==> config.mk <==
export PLATFORM = sky130hd
export DESIGN_NAME = cal_pulse_seq_flat
export DESIGN_NICKNAME = d
export VERILOG_FILES = /design/src/rtl/cal_pulse_seq_if.sv /design/src/rtl/cal_pulse_seq.sv /design/src/flat_wrapper.sv
export SDC_FILE = /design/constraint.sdc
export NUM_CORES = 1
export LEC_CHECK = 0
export CORE_MARGIN = 2
export CORE_UTILIZATION = 52
export CTS_BUF_LIST = sky130_fd_sc_hd__clkbuf_4
export DETAILED_ROUTE_END_ITERATION = 7
export PLACE_DENSITY_LB_ADDON = 0.1
export SLEW_MARGIN = 30
export SYNTH_ARGS = -nofsm -noshare
export SYNTH_HDL_FRONTEND = slang
export SYNTH_SLANG_ARGS = --single-unit
==> constraint.sdc <==
create_clock -name clk -period 2.93 [get_ports clk]
set_input_delay 0.586 -clock clk [delete_from_list [all_inputs] [get_ports clk]]
set_output_delay 0.586 -clock clk [all_outputs]
set_load 0.01 [all_outputs]
==> src/rtl/cal_pulse_seq_if.sv <==
// ---------------------------------------------------------------------------
// cal_pulse_seq_if
//   Command/status bundle for the calibration pulse sequencer.
//
//   Command side (driven by the controller, modport master):
//     start      1-cycle burst request
//     abort      terminate the running burst
//     sel_ext    0 = injection line, 1 = external line
//     npulse     pulses in the burst
//     delay      cycles from start to the first pulse
//     pwidth     high cycles per pulse (0 behaves as 1)
//     gap        low cycles between pulses (0 behaves as 1)
//
//   Status side (driven by the sequencer, modport slave):
//     inj_pls    injection pulse line
//     ext_pls    external pulse line
//     busy       burst in progress
//     done       1-cycle strobe on normal completion
//     pls_issued pulses issued in the current/last burst
// ---------------------------------------------------------------------------
interface cal_pulse_seq_if #(
    parameter int CNT_W = 12,
    parameter int GAP_W = 16,
    parameter int DLY_W = 8,
    parameter int PW_W  = 4
);

    logic             start;
    logic             abort;
    logic             sel_ext;
    logic [CNT_W-1:0] npulse;
    logic [DLY_W-1:0] delay;
    logic [PW_W-1:0]  pwidth;
    logic [GAP_W-1:0] gap;

    logic             inj_pls;
    logic             ext_pls;
    logic             busy;
    logic             done;
    logic [CNT_W-1:0] pls_issued;

    modport master (
        output start, abort, sel_ext, npulse, delay, pwidth, gap,
        input  inj_pls, ext_pls, busy, done, pls_issued
    );

    modport slave (
        input  start, abort, sel_ext, npulse, delay, pwidth, gap,
        output inj_pls, ext_pls, busy, done, pls_issued
    );

endinterface

==> src/rtl/cal_pulse_seq.sv <==
// ---------------------------------------------------------------------------
// cal_pulse_seq
//   Calibration pulse sequencer. A start request launches a burst of npulse
//   pulses on either the injection or the external line, after a programmable
//   start delay, with programmable pulse width and inter-pulse gap. Progress is
//   reported through busy, a done strobe and the running pulse count.
//
//   Ports:
//     clk   40 MHz system clock, all logic on the rising edge
//     rst   synchronous, active-high reset
//     bus   cal_pulse_seq_if.slave: command inputs and registered status
//           outputs (see the interface file for the signal list)
// ---------------------------------------------------------------------------
module cal_pulse_seq #(
    parameter int CNT_W = 12,
    parameter int GAP_W = 16,
    parameter int DLY_W = 8,
    parameter int PW_W  = 4
) (
    input  logic          clk,
    input  logic          rst,
    cal_pulse_seq_if.slave bus
);

    // One shared down-counter times the delay, high and low phases, so it
    // must be as wide as the widest of the three configuration fields.
    localparam int TMR_A = (GAP_W > DLY_W) ? GAP_W : DLY_W;
    localparam int TMR_W = (TMR_A > PW_W) ? TMR_A : PW_W;

    typedef enum logic [2:0] {
        ST_IDLE,
        ST_DELAY,
        ST_HIGH,
        ST_LOW,
        ST_FIN
    } state_e;

    state_e           state_q,  state_d;
    logic [TMR_W-1:0] tmr_q,    tmr_d;
    logic [CNT_W-1:0] issued_q, issued_d;
    logic [CNT_W-1:0] npulse_q, npulse_d;
    logic [PW_W-1:0]  pwidth_q, pwidth_d;
    logic [GAP_W-1:0] gap_q,    gap_d;
    logic             sel_q,    sel_d;
    logic             inj_q,    inj_d;
    logic             ext_q,    ext_d;
    logic             busy_q,   busy_d;
    logic             done_q,   done_d;

    // Timer reload values: the timer holds "cycles remaining minus one", so a
    // zero width or gap loads 0 and therefore lasts exactly one cycle.
    logic [TMR_W-1:0] pw_load;
    logic [TMR_W-1:0] gap_load;
    logic [TMR_W-1:0] pw_load_in;
    logic [TMR_W-1:0] dly_load_in;
    logic [CNT_W-1:0] issued_inc;
    logic             first_high;
    logic [CNT_W-1:0] issued_now;

    always_comb begin
        pw_load     = (pwidth_q == '0) ? '0 : TMR_W'(pwidth_q) - TMR_W'(1);
        gap_load    = (gap_q == '0)    ? '0 : TMR_W'(gap_q) - TMR_W'(1);
        pw_load_in  = (bus.pwidth == '0) ? '0 : TMR_W'(bus.pwidth) - TMR_W'(1);
        dly_load_in = TMR_W'(bus.delay) - TMR_W'(1);
        issued_inc  = issued_q + CNT_W'(1);
        // The timer sits at its reload value only in the first high cycle,
        // which is where the pulse is counted.
        first_high  = (state_q == ST_HIGH) && (tmr_q == pw_load);
        issued_now  = first_high ? issued_inc : issued_q;
    end

    // Next-state logic. The status outputs are derived from the next state so
    // that they come straight out of flops and line up with the state.
    always_comb begin
        state_d  = state_q;
        tmr_d    = tmr_q;
        issued_d = issued_q;
        npulse_d = npulse_q;
        pwidth_d = pwidth_q;
        gap_d    = gap_q;
        sel_d    = sel_q;

        case (state_q)
            ST_IDLE: begin
                // Abort in the same cycle as start cancels the request.
                if (bus.start && !bus.abort) begin
                    npulse_d = bus.npulse;
                    pwidth_d = bus.pwidth;
                    gap_d    = bus.gap;
                    sel_d    = bus.sel_ext;
                    issued_d = '0;
                    if (bus.npulse == '0) begin
                        state_d = ST_FIN;
                    end else if (bus.delay == '0) begin
                        state_d = ST_HIGH;
                        tmr_d   = pw_load_in;
                    end else begin
                        state_d = ST_DELAY;
                        tmr_d   = dly_load_in;
                    end
                end
            end

            ST_DELAY: begin
                if (tmr_q == '0) begin
                    state_d = ST_HIGH;
                    tmr_d   = pw_load;
                end else begin
                    tmr_d = tmr_q - TMR_W'(1);
                end
            end

            ST_HIGH: begin
                issued_d = issued_now;
                if (tmr_q == '0) begin
                    // With a one-cycle pulse the count increments and the
                    // end-of-burst decision happen in the same cycle, hence
                    // the comparison against the updated count.
                    if (issued_now == npulse_q) begin
                        state_d = ST_FIN;
                    end else begin
                        state_d = ST_LOW;
                        tmr_d   = gap_load;
                    end
                end else begin
                    tmr_d = tmr_q - TMR_W'(1);
                end
            end

            ST_LOW: begin
                if (tmr_q == '0) begin
                    state_d = ST_HIGH;
                    tmr_d   = pw_load;
                end else begin
                    tmr_d = tmr_q - TMR_W'(1);
                end
            end

            ST_FIN: begin
                state_d = ST_IDLE;
            end

            default: begin
                state_d = ST_IDLE;
            end
        endcase

        // Abort overrides everything outside IDLE; the pulse count is frozen
        // at whatever it showed when the abort arrived.
        if ((state_q != ST_IDLE) && bus.abort) begin
            state_d  = ST_IDLE;
            issued_d = issued_q;
        end

        busy_d = (state_d != ST_IDLE);
        done_d = (state_d == ST_FIN);
        inj_d  = (state_d == ST_HIGH) && !sel_d;
        ext_d  = (state_d == ST_HIGH) &&  sel_d;
    end

    // State and output registers with synchronous reset.
    always_ff @(posedge clk) begin
        if (rst) begin
            state_q  <= ST_IDLE;
            tmr_q    <= '0;
            issued_q <= '0;
            npulse_q <= '0;
            pwidth_q <= '0;
            gap_q    <= '0;
            sel_q    <= 1'b0;
            inj_q    <= 1'b0;
            ext_q    <= 1'b0;
            busy_q   <= 1'b0;
            done_q   <= 1'b0;
        end else begin
            state_q  <= state_d;
            tmr_q    <= tmr_d;
            issued_q <= issued_d;
            npulse_q <= npulse_d;
            pwidth_q <= pwidth_d;
            gap_q    <= gap_d;
            sel_q    <= sel_d;
            inj_q    <= inj_d;
            ext_q    <= ext_d;
            busy_q   <= busy_d;
            done_q   <= done_d;
        end
    end

    assign bus.inj_pls    = inj_q;
    assign bus.ext_pls    = ext_q;
    assign bus.busy       = busy_q;
    assign bus.done       = done_q;
    assign bus.pls_issued = issued_q;

endmodule

==> src/flat_wrapper.sv <==
// flat-port wrapper written by rule: the top's interface ports become plain ports
module cal_pulse_seq_flat 
#(
    parameter int CNT_W = 12,
    parameter int GAP_W = 16,
    parameter int DLY_W = 8,
    parameter int PW_W  = 4
)
  (clk, rst, bus_start, bus_abort, bus_sel_ext, bus_npulse, bus_delay, bus_pwidth, bus_gap, bus_inj_pls, bus_ext_pls, bus_busy, bus_done, bus_pls_issued);
  cal_pulse_seq_if #(.CNT_W(CNT_W), .GAP_W(GAP_W), .DLY_W(DLY_W), .PW_W(PW_W)) bus_i ();
  input  logic clk;
  input  logic rst;
  input wire logic [$bits(bus_i.start)-1:0] bus_start;
  input wire logic [$bits(bus_i.abort)-1:0] bus_abort;
  input wire logic [$bits(bus_i.sel_ext)-1:0] bus_sel_ext;
  input wire logic [$bits(bus_i.npulse)-1:0] bus_npulse;
  input wire logic [$bits(bus_i.delay)-1:0] bus_delay;
  input wire logic [$bits(bus_i.pwidth)-1:0] bus_pwidth;
  input wire logic [$bits(bus_i.gap)-1:0] bus_gap;
  output wire logic [$bits(bus_i.inj_pls)-1:0] bus_inj_pls;
  output wire logic [$bits(bus_i.ext_pls)-1:0] bus_ext_pls;
  output wire logic [$bits(bus_i.busy)-1:0] bus_busy;
  output wire logic [$bits(bus_i.done)-1:0] bus_done;
  output wire logic [$bits(bus_i.pls_issued)-1:0] bus_pls_issued;
  assign bus_i.start = bus_start;
  assign bus_i.abort = bus_abort;
  assign bus_i.sel_ext = bus_sel_ext;
  assign bus_i.npulse = bus_npulse;
  assign bus_i.delay = bus_delay;
  assign bus_i.pwidth = bus_pwidth;
  assign bus_i.gap = bus_gap;
  assign bus_inj_pls = bus_i.inj_pls;
  assign bus_ext_pls = bus_i.ext_pls;
  assign bus_busy = bus_i.busy;
  assign bus_done = bus_i.done;
  assign bus_pls_issued = bus_i.pls_issued;
  cal_pulse_seq #(.CNT_W(CNT_W), .GAP_W(GAP_W), .DLY_W(DLY_W), .PW_W(PW_W)) u_core (.clk(clk), .rst(rst), .bus(bus_i));
endmodule
==> results of run 1 <==
[flip-flops by register name (all words and copies together), names as in the netlist]
name	cells
u_core.tmr_q	16
u_core.bus.pls_issued	12
u_core.bus.done	1
u_core.sel_q	1
u_core.pwidth_q	4
u_core.gap_q	16
u_core.bus.busy	1
u_core.bus.ext_pls	1
u_core.state_q	3
u_core.npulse_q	12
u_core.bus.inj_pls	1
[cells in the final DEF (no fill, tap or decap), types with 5 or more instances in the layout]
| cell | count |
|---|---|
| or3_1 | 5 |
| dfxtp_1 | 65 |
| o21ai_0 | 31 |
| a31oi_1 | 10 |
| nand3b_1 | 8 |
| or4_1 | 7 |
| nor2_1 | 61 |
| nor3_1 | 21 |
| nand2_1 | 105 |
| nand2b_1 | 5 |
| xor2_1 | 21 |
| buf_4 | 69 |
| nand3_1 | 15 |
| a211oi_1 | 5 |
| xnor2_1 | 21 |
| nand4_1 | 6 |
| inv_1 | 13 |
| a21oi_1 | 64 |
| nor4_1 | 13 |
| clkdlybuf4s50_1 | 59 |
| clkbuf_4 | 9 |
[routing by layer]
metal,vias to the layer above,track usage (%),share of wire (%)
met5,-,0,0
met4,0,7.50,1.0
met3,17,5.06,8.7
met2,216,45.0,43
met1,2190,44.1,47
li1,2338,-,-
[final cells by class]
type                       count  area, um2  area share (%)
multi-input combinational    481       2850            50.0
sequential                    68       1370            24.0
timing repair buffer         131       1140            20.0
tap                          105        131            2.31
clock inverter                 7       97.6            1.71
clock buffer                   9       67.6            1.19
inverter                      13       48.8           0.857
[report_power, final]
group          leakage, nW  internal [mW]  switching (mW)
clock               0.0829          0.350           0.390
combinational         1.52          0.460           0.580
sequential           0.555          0.979          0.0555
total                 2.16           1.79            1.02
[cells by family (layout without fill, tap and decap cells)]
| family | after synthesis | after routing | synth area share [%] |
|---|---|---|---|
| XOR/XNOR | 43 | 43 | 8.65 |
| AND/OR/NAND/NOR | 278 | 278 | 31.3 |
| flip-flops | 68 | 68 | 31.3 |
| buffers and inverters | 44 | 160 | 4.25 |
| AO/OA/AOI/OAI | 150 | 150 | 21.8 |
| adder cells (fa/ha/maj) | 4 | 4 | 1.15 |
| multiplexers | 6 | 6 | 1.61 |
[worst max path at each step]
stage	startpoint	end	slack, ns	cells after the start
global placement	u_core.tmr_q[11]	u_core.tmr_q[5]	-0.02	10
finish	u_core.tmr_q[11]	u_core.tmr_q[8]	-0.1	10
global route	u_core.tmr_q[11]	u_core.tmr_q[1]	-0.26	10
detailed placement	u_core.tmr_q[11]	u_core.tmr_q[5]	-0.09	10
floorplan	u_core.bus.pls_issued[2]	u_core.tmr_q[5]	0.03	11
CTS	u_core.tmr_q[11]	u_core.tmr_q[3]	-0.03	10
[repair_timing]
item,CTS,global route
endpoints found under the setup margin,15,17
buffers inserted,4,2
pin swaps,4,5
gates resized for setup,5,4
[worst max-delay path: stages, from the launching register on]
cell,delay (ns)
dfxtp_2,0.34
or4_4,0.57
nor4_4,0.18
nand3_2,0.17
buf_4,0.18
a2111oi_4,0.29
xnor2_2,0.19
nor4_4,0.06
a221o_2,0.47
or3_1,0.36
a21oi_1,0.14
[per-stage QoR]
step | hold WS, ns | instances | instance area (um2) | setup WS, ns
after floorplan | 0.440 | 593 | 4370 | 0.0292
after global routing | 0.510 | 814 | 5690 | -0.256
after detailed placement | 0.464 | 792 | 5450 | -0.0940
after CTS | 0.488 | 812 | 5670 | -0.0316
final | 0.483 | 814 | 5690 | -0.0962
after global placement | 0.462 | 792 | 5450 | -0.0232
==> metrics.txt, run 1 <==
Die Y=95.5 um; syn_area_per_cell=7.34 um2; initial cell density of the core=53.2%; Crit Reg-Reg Startpoint=u_core.tmr_q[11]; HP Start=u_core.npulse_q[5]; Max transition margin=44.5%; die footprint=0.00912 mm2; Max Slew Vio Count=0; routability cong.=0.995; final setup vio count=10; worst r2r path cells=10; starting DRC count in detailed routing=398; WP data required=3.28 ns; CTS tree=built; Synth top area share=31.3%; Clock transition at path regs=0.13 ns; Die W=95.5 um; Clock Latency Late Sink=0.42 ns; Crit Path Max Fanout=7; number of flops mapped to enable cells by yosys=0; Synth Cell Area=0.00435 mm2; Synth warnings=0; first-pass GRT wire length=21200 um; fraction of layout cells with a size suffix above 1=16.2%; antenna viol nets, final=0; DP HPWL=10100 um; Tcrit/Tclk final=103%; min Tclk post-route=3.03 ns; failing checks=setup timing; worst-margin pin slew=0.833 ns; Netlist cell types=65; Synth area leader=dfxtp_1; Area growth syn-to-layout=30.8%; vias in the first global route=4396; overall power after layout=2.81 mW; Setup Total Neg Slack=-0.375 ns; Crit path arrival time=3.37 ns; Syn Inst Count=593; final setup skew=0.0162 ns; core area=0.00818 mm2; root buffer cell=clkbuf_4; max-cap violations=0; power density over cell area=494 mW/mm2; Hold Path Class=register to register; number of H-tree levels=3; GRT Total Usage=29.8%; RSZ-0062 raised after global routing=yes; CTS Sinks=68; critical path type=register to register; # rows=33; GRT overflow=0; Fmax=330 MHz; buffers added on ports=60; final count of hold timing violations=0; endpoint of the worst hold path=u_core.npulse_q[5]; CTS Hold Bufs=0; # IOs=61; top post-synthesis cells by area=dfxtp_1, nand2_1, a21oi_1, nor2_1, xnor2_1; via-per-instance ratio=5.85; Worst Slack Setup Final=-0.0962 ns; largest net degree at the start of global routing=38; reg2reg setup slack=-0.1 ns; Routed WL=13300 um; status=finished, violations left; first-pass detailed-route iteration total=5; Worst setup EP type=register; n_diodes=0; reg2reg end=u_core.tmr_q[8]; Async S/R FF share, synth=0%; final core utilization=69.6%; initial antenna violation count=0; top-count cell post-synth=nand2_1; synth cell count leaders=nand2_1, dfxtp_1, a21oi_1; # DRC=0; CTS Buffer Depth=2; post-synthesis register bit count=68; DR WL/cell=16.3 um; sequential element share of the synthesized area=31.3%; Synthesized Nets=642; final net count=753; maximum vdd drop=0.250 mV; ys flop type=dfxtp_1; # fillers=707; P_leak=2.16 nW; via count=4761; hold path cells=2; number of CTS-inserted buffers=9; crit path launch type=register
Note: power is estimated with default switching activity, not from simulation.
==> run 2: changes to the inputs <==
- CORE_UTILIZATION: 52 -> 40
- SKIP_LAST_GASP: not set -> 1
==> metrics.txt, run 2 (same netlist as run 1, synthesis figures left out) <==
status=finished, violations left (unchanged); failing checks=setup timing (unchanged); CTS Hold Bufs=0 (unchanged); first-pass GRT wire length=22100 um (was 21200 um); Fmax=340 MHz (was 330 MHz); Die W=108 um (was 95.5 um); most frequent cells in the layout=nand2_1, buf_4, dfxtp_1, a21oi_1, nor2_1 (unchanged); die footprint=0.0117 mm2 (was 0.00912 mm2); P_leak=2.18 nW (was 2.16 nW); Area growth syn-to-layout=33.5% (was 30.8%); # fillers=1100 (was 707); Post-Layout Cell Count=850 (was 814); Post-DP Area=0.00550 mm2 (was 0.00545 mm2); DR WL/cell=16.1 um (was 16.3 um); largest net degree at the start of global routing=41 (was 38); Routed WL=13700 um (was 13300 um); Setup Total Neg Slack=-0.0131 ns (was -0.375 ns); Crit path arrival time=3.30 ns (was 3.37 ns); DP HPWL=10300 um (was 10100 um); Die Y=108 um (was 95.5 um); Worst setup EP type=register (unchanged); # DRC=0 (unchanged); power density over cell area=485 mW/mm2 (was 494 mW/mm2); # IOs=61 (unchanged); CTS tree=built (unchanged); number of H-tree levels=3 (unchanged); CTS Buffer Depth=2 (unchanged); max-cap violations=0 (unchanged); Clock transition at path regs=0.12 ns (was 0.13 ns); maximum vdd drop=0.243 mV (was 0.250 mV); fraction of layout cells with a size suffix above 1=17.2% (was 16.2%); vias in the first global route=4492 (was 4396); Tcrit/Tclk final=100% (was 103%); worst-margin pin slew=0.773 ns (was 0.833 ns); buffers added on ports=60 (unchanged); Crit Path Max Fanout=6 (was 7); first-pass detailed-route iteration total=6 (was 5); routability cong.=0.940 (was 0.995); RSZ-0062 raised after global routing=yes (unchanged); final setup skew=0.0255 ns (was 0.0162 ns); Largest regs=u_core.gap_q: 16 flops, u_core.tmr_q: 16 flops (unchanged); CTS Sinks=68 (unchanged); Critical Path Start=u_core.tmr_q[11] (unchanged); GRT Total Usage=24.2% (was 29.8%); Clock Latency Late Sink=0.46 ns (was 0.42 ns); initial antenna violation count=0 (unchanged); min Tclk post-route=2.94 ns (was 3.03 ns); final net count=754 (was 753); critical path type=register to register (unchanged); n_diodes=0 (unchanged); via-per-instance ratio=5.57 (was 5.85); dpl cells=828 (was 792); core area=0.0107 mm2 (was 0.00818 mm2); number of CTS-inserted buffers=9 (unchanged); WP data required=3.29 ns (was 3.28 ns); via count=4732 (was 4761); Crit Reg-Reg Startpoint=u_core.tmr_q[11] (unchanged); Hold Path Class=register to register (unchanged); # rows=38 (was 33); final setup vio count=2 (was 10); HP Start=u_core.npulse_q[7] (was u_core.npulse_q[5]); Max transition margin=47.9% (was 44.5%); root buffer cell=clkbuf_4 (unchanged); Max Slew Vio Count=0 (unchanged); final instance area=0.00581 mm2 (was 0.00569 mm2); starting DRC count in detailed routing=352 (was 398); Worst Slack Setup Final=-0.00786 ns (was -0.0962 ns); GRT overflow=0 (unchanged); antenna viol nets, final=0 (unchanged); final count of hold timing violations=0 (unchanged); crit path launch type=register (unchanged); initial cell density of the core=40.5% (was 53.2%); most common cell after layout, fill and taps aside=nand2_1 (unchanged)
run 2: worst max-delay path, cell delays in order (launching register included):
cell and delay, ns:
dfxtp_2 0.34, or4_4 0.56, nor4_4 0.18, nand3_2 0.19
a211o_1 0.31, mux2_4 0.23, nor4_4 0.04, buf_4 0.14
a221oi_4 0.39, buf_6 0.19, nand2_1 0.05, a31o_1 0.21
run 2: stage by stage:
step	hold slack [ns]	setup slack [ns]	util (%)	power, mW
floorplan	0.440	0.0292	-	1.67
global placement	0.463	-0.135	51.2	2.01
detailed placement	0.465	-0.166	51.2	2.03
CTS	0.480	-0.0152	53.5	2.79
global route	0.504	-0.120	54.1	2.98
finish	0.477	-0.00786	54.1	2.82
run 2: worst paths after layout:
path | cells past startpoint | end | slack, ns
setup reg to reg | 11 | u_core.tmr_q[14] | -0.008
setup / recovery | 11 | u_core.tmr_q[14] | -0.008
hold reg to reg | 2 | u_core.npulse_q[7] | 0.48
hold / removal | 2 | u_core.npulse_q[7] | 0.48
run 2: area by class of cell:
cell class / instances / area, um2 / area share, %
Clock buffer: 10 / 75.1 / 1.29
Clock inverter: 6 / 78.8 / 1.36
Inverter: 13 / 48.8 / 0.840
Multi-Input combinational cell: 481 / 2910 / 50.0
Sequential cell: 68 / 1370 / 23.5
Tap cell: 140 / 175 / 3.01
Timing Repair Buffer: 132 / 1160 / 20.0
run 2: what timing repair did:
action                                  CTS  global route
gates cloned                              1             0
buffers inserted                          4             1
resized for setup                        13            13
pin swaps                                 6            12
endpoints found under the setup margin   16            17
run 2: metal layers:
layer	vias to the layer above	part of all wire, %	GRT usage, %
met5	-	0	0
met4	0	2.1	8.88
met3	21	6.3	4.10
met2	149	44	37.9
met1	2228	47	33.3
li1	2334	-	-
run 2: power by group:
group | switching, mW | total [mW] | internal, mW
clock | 0.363 | 0.711 | 0.347
combinational | 0.587 | 1.07 | 0.482
sequential | 0.0573 | 1.04 | 0.979
==> run 3: changes to the inputs <==
==> constraint.sdc (replaced) <==
create_clock -name clk -period 2.93 [get_ports clk]
set_input_delay 0.293 -clock clk [delete_from_list [all_inputs] [get_ports clk]]
set_output_delay 0.293 -clock clk [all_outputs]
set_load 0.01 [all_outputs]
==> metrics.txt, run 3 (same netlist as run 1, synthesis figures left out) <==
max incr delay on CP=0.57 ns (was 0.56 ns); Worst setup EP type=register (unchanged); Seq. cell area=0.00137 mm2 (unchanged); Multi-input gate area=0.00296 mm2 (was 0.00291 mm2); Max Slew Vio Count=0 (unchanged); P_leak=2.14 nW (was 2.18 nW); buffers added on ports=60 (unchanged); reg2reg end=u_core.tmr_q[14] (unchanged); routability cong.=0.959 (was 0.940); hold path cells=2 (unchanged); CP max-delay cell=or4_4 (unchanged); number of H-tree levels=3 (unchanged); worst r2r path cells=10 (was 11); Die W=108 um (unchanged); # DRC=0 (unchanged); DP HPWL=10200 um (was 10300 um); reg2reg setup slack=-0.05 ns (was -0.008 ns); # rows=38 (unchanged); root buffer cell=clkbuf_4 (unchanged); largest net degree at the start of global routing=34 (was 41); fraction of layout cells with a size suffix above 1=17.6% (was 17.2%); Cell Chain, Critical Path=or4_4, nor4_4, nand3_2, a2111oi_4, mux2_4, nor4_4, a221o_2, buf_6, nor3_2, a31o_1 (was or4_4, nor4_4, nand3_2, a211o_1, mux2_4, nor4_4, buf_4, a221oi_4, buf_6, nand2_1, a31o_1); max-cap violations=0 (unchanged); Min Hold Slack=0.378 ns (was 0.477 ns); crit path launch type=register (unchanged); min Tclk post-route=2.98 ns (was 2.94 ns); RSZ-0062 raised after global routing=yes (unchanged); Max transition margin=46.5% (was 47.9%); HP Start=rst (was u_core.npulse_q[7]); final setup vio count=3 (was 2); status=finished, violations left (unchanged); Crit Reg-Reg Startpoint=u_core.tmr_q[11] (unchanged); CTS Sinks=68 (unchanged); Crit Path Max Fanout=6 (unchanged); Hold Path Class=input port to register (was register to register); Fmax=335 MHz (was 340 MHz); endpoint of the worst hold path=u_core.tmr_q[11] (was u_core.npulse_q[7]); initial cell density of the core=40.5% (unchanged); first-pass GRT wire length=22300 um (was 22100 um); vias in the first global route=4447 (was 4492); failing checks=setup timing (unchanged); # IOs=61 (unchanged); Largest regs=u_core.gap_q: 16 flops, u_core.tmr_q: 16 flops (unchanged); first-pass detailed-route iteration total=5 (was 6); final setup skew=0.0150 ns (was 0.0255 ns); DR WL/cell=16.0 um (was 16.1 um); starting DRC count in detailed routing=407 (was 352); critical path type=register to register (unchanged); Area growth syn-to-layout=33.4% (was 33.5%); CTS Hold Bufs=0 (unchanged); power density over cell area=475 mW/mm2 (was 485 mW/mm2); maximum vdd drop=0.276 mV (was 0.243 mV); initial antenna violation count=1 (was 0); WP data required=3.27 ns (was 3.29 ns); via-per-instance ratio=5.58 (was 5.57); die footprint=0.0117 mm2 (unchanged); final net count=750 (was 754); via count=4717 (was 4732); worst-margin pin slew=0.794 ns (was 0.773 ns); final count of hold timing violations=0 (unchanged); Post-Place Setup Slack=-0.155 ns (was -0.166 ns); # fillers=1088 (was 1100); CTS tree=built (unchanged); Routed WL=13600 um (was 13700 um); Tcrit/Tclk final=102% (was 100%); Clock transition at path regs=0.12 ns (about the same); Crit path arrival time=3.32 ns (was 3.30 ns); most common cell after layout, fill and taps aside=nand2_1 (unchanged); Clock Latency Late Sink=0.43 ns (was 0.46 ns); most frequent cells in the layout=nand2_1, dfxtp_1, buf_4, a21oi_1, nor2_1 (was nand2_1, buf_4, dfxtp_1, a21oi_1, nor2_1); GRT overflow=0 (unchanged); Die Y=108 um (unchanged); antenna viol nets, final=0 (unchanged); core area=0.0107 mm2 (unchanged); GRT Total Usage=24.1% (was 24.2%); number of CTS-inserted buffers=9 (unchanged); CTS Buffer Depth=2 (unchanged); most frequent CP cell=nor4_4 (unchanged); Worst Slack Setup Final=-0.0515 ns (was -0.00786 ns)
-- run 3: per-stage QoR --
step	cells	total power, mW	util (%)	TNS [ns]	cell area [um2]
detailed placement	824	2.05	50.9	-1.26	5470
floorplan	593	1.67	-	0	4370
finish	846	2.76	54.1	-0.0832	5810
global route	846	2.92	54.1	-1.61	5810
global placement	824	2.03	50.9	-0.187	5470
CTS	840	2.67	52.6	-0.0179	5650
-- run 3: worst max-delay path: cells and delay by family, from the launching register on --
family          cells  cell delay (ns)
simple gates        5             1.26
compound gates      3             0.79
mux                 1             0.35
flops               1             0.34
buf+inv             1             0.16
-- run 3: area by class of cell --
class | count | area share [%]
clock inverter | 6 | 0.969
tap | 140 | 3.02
timing repair buffer | 128 | 19.5
inverter | 13 | 0.840
sequential | 68 | 23.5
antenna | 1 | 0.0431
multi-input combinational | 481 | 51.0
clock buffer | 9 | 1.16
-- run 3: worst max path at each step --
stage / from / endpoint / slack, ns / depth (start not counted)
final: u_core.tmr_q[11] / u_core.tmr_q[14] / -0.05 / 10
after global routing: u_core.tmr_q[4] / u_core.tmr_q[2] / -0.16 / 11
after CTS: u_core.tmr_q[11] / u_core.tmr_q[15] / -0.02 / 12
after detailed placement: u_core.tmr_q[11] / u_core.tmr_q[14] / -0.16 / 11
after global placement: u_core.tmr_q[11] / u_core.tmr_q[14] / -0.06 / 11
after floorplan: u_core.bus.pls_issued[2] / u_core.tmr_q[5] / 0.03 / 11
-- run 3: what timing repair did --
item,CTS,global route
setup buffers,1,5
endpoints found under the setup margin,16,16
pin swaps,4,18
resized for setup,11,26
-- run 3: power by group --
group          switching [mW]  total, mW  internal (mW)  leakage (nW)
clock                   0.357      0.604          0.247        0.0605
combinational           0.615       1.12          0.503          1.52
sequential             0.0558       1.03          0.979         0.555
total                    1.03       2.76           1.73          2.14
-- run 3: per-layer routing --
layer / GRT usage [%] / part of all wire [%] / up-vias / wire, um
met3: 3.92 / 6.0 / 11 / 818
met5: 0 / 0 / - / 0
met1: 34.8 / 49 / 2234 / 6580
met4: 6.04 / 1.2 / 0 / 166
met2: 37.4 / 44 / 137 / 6000
li1: - / - / 2335 / -
==> RTL edit 1 (settings of run 1) <==
Encoding of `state_e`: now Gray code (3 bits for 5 states).
--- a/src/rtl/cal_pulse_seq.sv
+++ b/src/rtl/cal_pulse_seq.sv
@@ -30,7 +30,7 @@
     typedef enum logic [2:0] {
-        ST_IDLE,
-        ST_DELAY,
-        ST_HIGH,
-        ST_LOW,
-        ST_FIN
+        ST_IDLE  = 3'b000,
+        ST_DELAY = 3'b001,
+        ST_HIGH  = 3'b011,
+        ST_LOW   = 3'b010,
+        ST_FIN   = 3'b110
     } state_e;
Behaviour: same outputs for any inputs over 10 cycles, from zero or initial values and one cycle with rst high; not proved beyond that.
==> RTL edit 1 against run 1 <==
- wire length shrank 1.9%
- total power shrank 11%
- combinational power shrank 10%
- area after synthesis grew 1.9%
- global-route usage shrank 0.77 points
- synthesized cell count grew 1.7%
- fmax grew 6.9%
- sequential share of layout area grew 1.2 points
- cell count shrank 3.7%
- cell area shrank 4.0%
- setup slack gained 0.20 ns
- sequential cell count is the same
- critical endpoint is now u_core.tmr_q[15]
- largest cell class unchanged
- largest power group is now registers
- highest routed layer unchanged
==> RTL edit 1: results (changes against run 1) <==
[worst_setup_path]
r2r-end=u_core.tmr_q[15]
path_max_fanout=22  ; +15
max_stage_delay_ns=0.53  ; -0.04 ns
reg2reg_setup_slack_ns=0.10  ; +0.20 ns
crit_type=flop to flop
crit_slowest_cell=or4b_4
worstPathArrival_ns=3.13  ; -0.24 ns
reg2regPathDepth=10  ; unchanged
cp-startpoint=u_core.pwidth_q[0]

[grt]
grt_antenna_before_repair=0  ; unchanged
grt_max_degree=41  ; +7.9%
grt_pass1_wl_um=21100  ; -0.52%
grt_pass1_vias=4364  ; -0.73%
grtUsageTotal_pct=29.1  ; -0.77 points

[clock_network]
clk_pin_slew_worst_paths_ns=0.11  ; -0.02 ns

[layout]
final_nets=723  ; -4.0%
drive_gt1_share_pct=13.3  ; -3.0 points

[detailed_routing]
first_iter_violations=394  ; -1.0%
drt-pass1-iter-count=5  ; unchanged
dr_total_vias=4694  ; -1.4%
wl_per_cell_um=16.6  ; +1.8%

[run_status]
status=finished, final reports clean

[synth]
synthTopCellsByCount=nand2_1 (103), a21oi_1 (71), dfxtp_1 (68), nor2_1 (51), o21ai_0 (32)
synth_mux_area_share_pct=3.05  ; +1.4 points
synth.area.top_cells=dfxtp_1 (31%), nand2_1 (8.7%), a21oi_1 (8.0%)
synth.distinct_cells=65  ; unchanged
ys_seq_area_share_pct=30.7  ; -0.57 points
synth_nets=652  ; +1.6%
synth_compound_area_share_pct=21.1  ; -0.71 points
synthAdderAreaFrac_pct=1.13  ; -0.021 points
synthXorXnorAreaFrac_pct=7.51  ; -1.1 points

[sta]
skew_ns=0.0194  ; +0.00314 ns
tightest_slew_ns=0.831  ; -0.00173 ns
max_freq_ghz=0.353  ; +6.9%

[power_and_ir_drop]
ir_drop_v=0.000286  ; +14%
power.leakage_nw=1.96  ; -9.2%

[place]
routabilityCongestion=1.03  ; +3.4%
pre_cts_slack_ns=-0.0710  ; +0.0230 ns
hpwlAfterDp_um=9760  ; -3.7%

[hold_path]
min_path_cells=2  ; unchanged

[RTL edit 1: cell families after synthesis]
family | after synthesis
and+or+nand+nor | 281
DFF | 68
muxes | 12
adders and majority gates | 4
AOI/OAI and AO/OA | 155
buffers and inverters | 45
xor gates and xnor gates | 38
[RTL edit 1: repair_timing]
item / CTS / global route
gates cloned: 0 / 0
buffers inserted: 0 / 0
gates resized for setup: 4 / 13
endpoints found under the setup margin: 15 / 18
pin swaps: 0 / 2
[RTL edit 1: power by group]
part / switching (W) / internal (W) / total (W) / leakage [nW]
combinational: 0.000532 / 0.000400 / 0.000932 / 1.34
clock: 0.000364 / 0.000170 / 0.000534 / 0.0612
sequential: 0.0000701 / 0.000976 / 0.00105 / 0.556
[RTL edit 1: per-layer routing]
| metal | GRT usage [%] | vias up | share of wire, % |
|---|---|---|---|
| met5 | 0 | - | 0 |
| met4 | 12.6 | 0 | 2.4 |
| met2 | 44.8 | 169 | 45 |
| met1 | 40.4 | 2191 | 47 |
| li1 | - | 2299 | - |
| met3 | 4.07 | 35 | 6.0 |
[RTL edit 1: worst min path at each step]
| stage | start | endpoint |
|---|---|---|
| final | u_core.npulse_q[9] | u_core.npulse_q[9] |
| after global routing | u_core.npulse_q[8] | u_core.npulse_q[8] |
| after CTS | u_core.npulse_q[8] | u_core.npulse_q[8] |
| after detailed placement | u_core.npulse_q[8] | u_core.npulse_q[8] |
| after global placement | u_core.npulse_q[0] | u_core.npulse_q[0] |
| after floorplan | u_core.npulse_q[0] | u_core.npulse_q[0] |
[RTL edit 1: layout make-up]
cell class                      count  area [um2]
Timing Repair Buffer               97         886
Sequential cell                    68        1370
Fill cell                         762        2790
Multi-Input combinational cell    490        2930
Inverter                            8        30.0
Clock buffer                        9        67.6
Clock inverter                      7        42.5
Tap cell                          105         131
[RTL edit 1: critical path, delay by kind of cell (launching register included)]
| family | cells | cell delay (ns) |
|---|---|---|
| DFF | 1 | 0.39 |
| muxes | 1 | 0.22 |
| buffers and inverters | 1 | 0.20 |
| AOI/OAI and AO/OA | 3 | 0.60 |
| xor gates and xnor gates | 1 | 0.18 |
| and+or+nand+nor | 4 | 1.10 |
[RTL edit 1: through the flow]
| stage | TNS [ns] | std cells | instance area, um2 | hold WS, ns |
|---|---|---|---|---|
| after floorplan | 0 | 603 | 4430 | 0.448 |
| after global placement | 0 | 768 | 5290 | 0.460 |
| after detailed placement | -0.461 | 768 | 5290 | 0.465 |
| after CTS | 0 | 784 | 5410 | 0.482 |
| after global routing | -0.103 | 784 | 5460 | 0.508 |
| final | 0 | 784 | 5460 | 0.486 |
==> RTL edit 2 (settings of run 1) <==
Without the edit above. `DLY_W` is set to 8 in 3 places; all go to 10.
--- a/src/rtl/cal_pulse_seq_if.sv
+++ b/src/rtl/cal_pulse_seq_if.sv
@@ -23,3 +23,3 @@
     parameter int GAP_W = 16,
-    parameter int DLY_W = 8,
+    parameter int DLY_W = 10,
     parameter int PW_W  = 4
--- a/src/rtl/cal_pulse_seq.sv
+++ b/src/rtl/cal_pulse_seq.sv
@@ -16,3 +16,3 @@
     parameter int GAP_W = 16,
-    parameter int DLY_W = 8,
+    parameter int DLY_W = 10,
     parameter int PW_W  = 4
--- a/src/flat_wrapper.sv
+++ b/src/flat_wrapper.sv
@@ -5,3 +5,3 @@
     parameter int GAP_W = 16,
-    parameter int DLY_W = 8,
+    parameter int DLY_W = 10,
     parameter int PW_W  = 4
Interface: changed (resized bus_delay); port bits go from 61 to 63. No check against the original RTL was run, so the function may have changed too.
==> RTL edit 2 against run 1 <==
- the flow still finishes with violations (setup timing)
- area after synthesis is 8.0% higher
- total power is 4.9% higher
- wire length increased by 7.4%
- sequential cell count is the same
- core utilization increased by 2.5 points
- setup slack worse by 0.27 ns
- count of clock-buffer cells in the layout unchanged
- clock skew rose by 0.0015 ns
- cell area grew 11%
- critical endpoint is now u_core.tmr_q[2]
- largest cell class unchanged
==> RTL edit 2: results (changes against run 1) <==
[layout]
drive_gt1_share_pct=19.4  ; +3.2 points
n_antenna_cell=0  ; unchanged
fillCellCount=704  ; -0.42%
final_nets=814  ; +8.1%
largestRegisters=u_core.gap_q x16, u_core.tmr_q x16

[hold_path]
hp-class=flop to flop
hold_end=u_core.npulse_q[8]
hp-start=u_core.npulse_q[8]
min_path_cells=2  ; unchanged

[place]
routabilityCongestion=0.968  ; -2.7%
port_buffers=62  ; +3.3%
hpwlAfterDp_um=10600  ; +4.5%

[worst_setup_path]
reg2regPathDepth=9  ; -1
worstPathArrival_ns=3.61  ; +0.24 ns
cp-startpoint=u_core.tmr_q[12]
path_max_fanout=6  ; -1
r2r-end=u_core.tmr_q[2]

[grt]
grt_pass1_wl_um=23200  ; +9.5%
grt_pass1_vias=4797  ; +9.1%
grt_antenna_before_repair=0  ; unchanged
grt_max_degree=55  ; +45%
grtUsageTotal_pct=29.1  ; -0.74 points

[sta]
setup_viol_count_final=18  ; +8
skew_ns=0.0177  ; +0.00145 ns
hold_slack_ns=0.482  ; -0.00148 ns
setup_slack_ns=-0.368  ; -0.272 ns
tightest_slew_ns=0.810  ; -0.0224 ns

[clock_network]
h-tree-depth=3  ; unchanged
numCtsBuffers=9  ; unchanged
clk_latency_ns=0.43
cts-root-buf=clkbuf_4
clk_pin_slew_worst_paths_ns=0.13  ; about the same
cts_buffer_depth=2  ; unchanged

[run_status]
status=finished with violations
failed_checks=setup timing

[detailed_routing]
dr_total_vias=5051  ; +6.1%
first_iter_violations=388  ; -2.5%
wl_per_cell_um=16.3  ; +0.24%
drt-pass1-iter-count=5  ; unchanged

[power_and_ir_drop]
ir_drop_v=0.000316  ; +26%
power.leakage_nw=2.47  ; +14%

[synth]
synthTopCellsByCount=nand2_1 (94), dfxtp_1 (68), a21oi_1 (65), nor2_1 (60), clkbuf_1 (31)
async_reset_ff_share_pct=0  ; unchanged
synth_nets=689  ; +7.3%
synth.distinct_cells=61  ; -6.2%
ys_seq_area_share_pct=28.9  ; -2.3 points
synth.area.top_cells=dfxtp_1 (29%), nand2_1 (7.5%), a21oi_1 (6.9%)
ys_warn_count=0  ; unchanged

-- RTL edit 2: changes by cell type after synthesis, sizes merged, moves of 5 or more --
cell	delta
nand2b	+15
nand2	-11
nor2b	+11
o21ai	-8
mux2	+7
o22ai	+7
clkbuf	+5
xnor2	+5
xor2	+5
-- RTL edit 2: repair_timing --
action                     in CTS  in global routing
hold buffers                    0                  0
buffers inserted                5                  7
setup endpoints to repair      18                 18
pin swaps                       8                 10
resized for setup              11                 13
-- RTL edit 2: cell families after synthesis --
logic type / synth area share, %
and+or+nand+nor: 30.6
AOI/OAI and AO/OA: 20.1
DFF: 28.9
xor gates and xnor gates: 9.87
buffers and inverters: 4.44
muxes: 4.18
adders and majority gates: 1.86
-- RTL edit 2: worst max path at each step --
| stage | slack (ns) | end | cells after the start |
|---|---|---|---|
| global placement | -0.38 | u_core.tmr_q[6] | 9 |
| CTS | -0.21 | u_core.tmr_q[2] | 9 |
| detailed placement | -0.47 | u_core.tmr_q[11] | 9 |
| finish | -0.37 | u_core.tmr_q[2] | 9 |
| floorplan | -0.32 | u_core.tmr_q[6] | 11 |
| global route | -0.43 | u_core.tmr_q[11] | 9 |
-- RTL edit 2: final cells by class --
| type | instances | area share [%] |
|---|---|---|
| well taps | 108 | 2.14 |
| inverters | 14 | 0.832 |
| multi-input cells | 516 | 51.3 |
| clock inverters | 6 | 1.80 |
| flip-flops and latches | 68 | 21.7 |
| repair buffers | 151 | 21.2 |
| clock buffers | 9 | 1.07 |
-- RTL edit 2: per-layer routing --
| layer | share of wire (%) | wire length, um | up-vias | track usage [%] |
|---|---|---|---|---|
| met5 | 0 | 0 | - | 0 |
| met4 | 1.2 | 172 | 0 | 7.69 |
| met3 | 7.3 | 1040 | 16 | 6.75 |
| met2 | 44 | 6260 | 180 | 44.4 |
| met1 | 48 | 6790 | 2351 | 41.6 |
| li1 | - | - | 2504 | - |
-- RTL edit 2: metrics by stage --
stage	cell area (um2)	TNS [ns]	setup slack [ns]	std cells
after floorplan	4750	-2.78	-0.322	635
after global placement	5950	-4.79	-0.376	846
after detailed placement	5950	-6.23	-0.473	846
after CTS	6210	-2.59	-0.212	866
after global routing	6320	-6.57	-0.429	872
final	6320	-5.26	-0.368	872
-- RTL edit 2: report_power, final --
part | total (W) | internal [W] | switching, W
Combinational | 0.00110 | 0.000544 | 0.000560
Clock | 0.000799 | 0.000428 | 0.000371
Sequential | 0.00105 | 0.000988 | 0.0000609
-- RTL edit 2: critical path: stages, from the launching register on --
cell,delay [ns]
dfxtp_1,0.35
nor4_2,0.31
nand4b_1,0.25
a311o_1,0.46
a211oi_4,0.29
mux2_4,0.34
or4_4,0.55
o21ai_4,0.18
buf_12,0.15
mux2_4,0.29
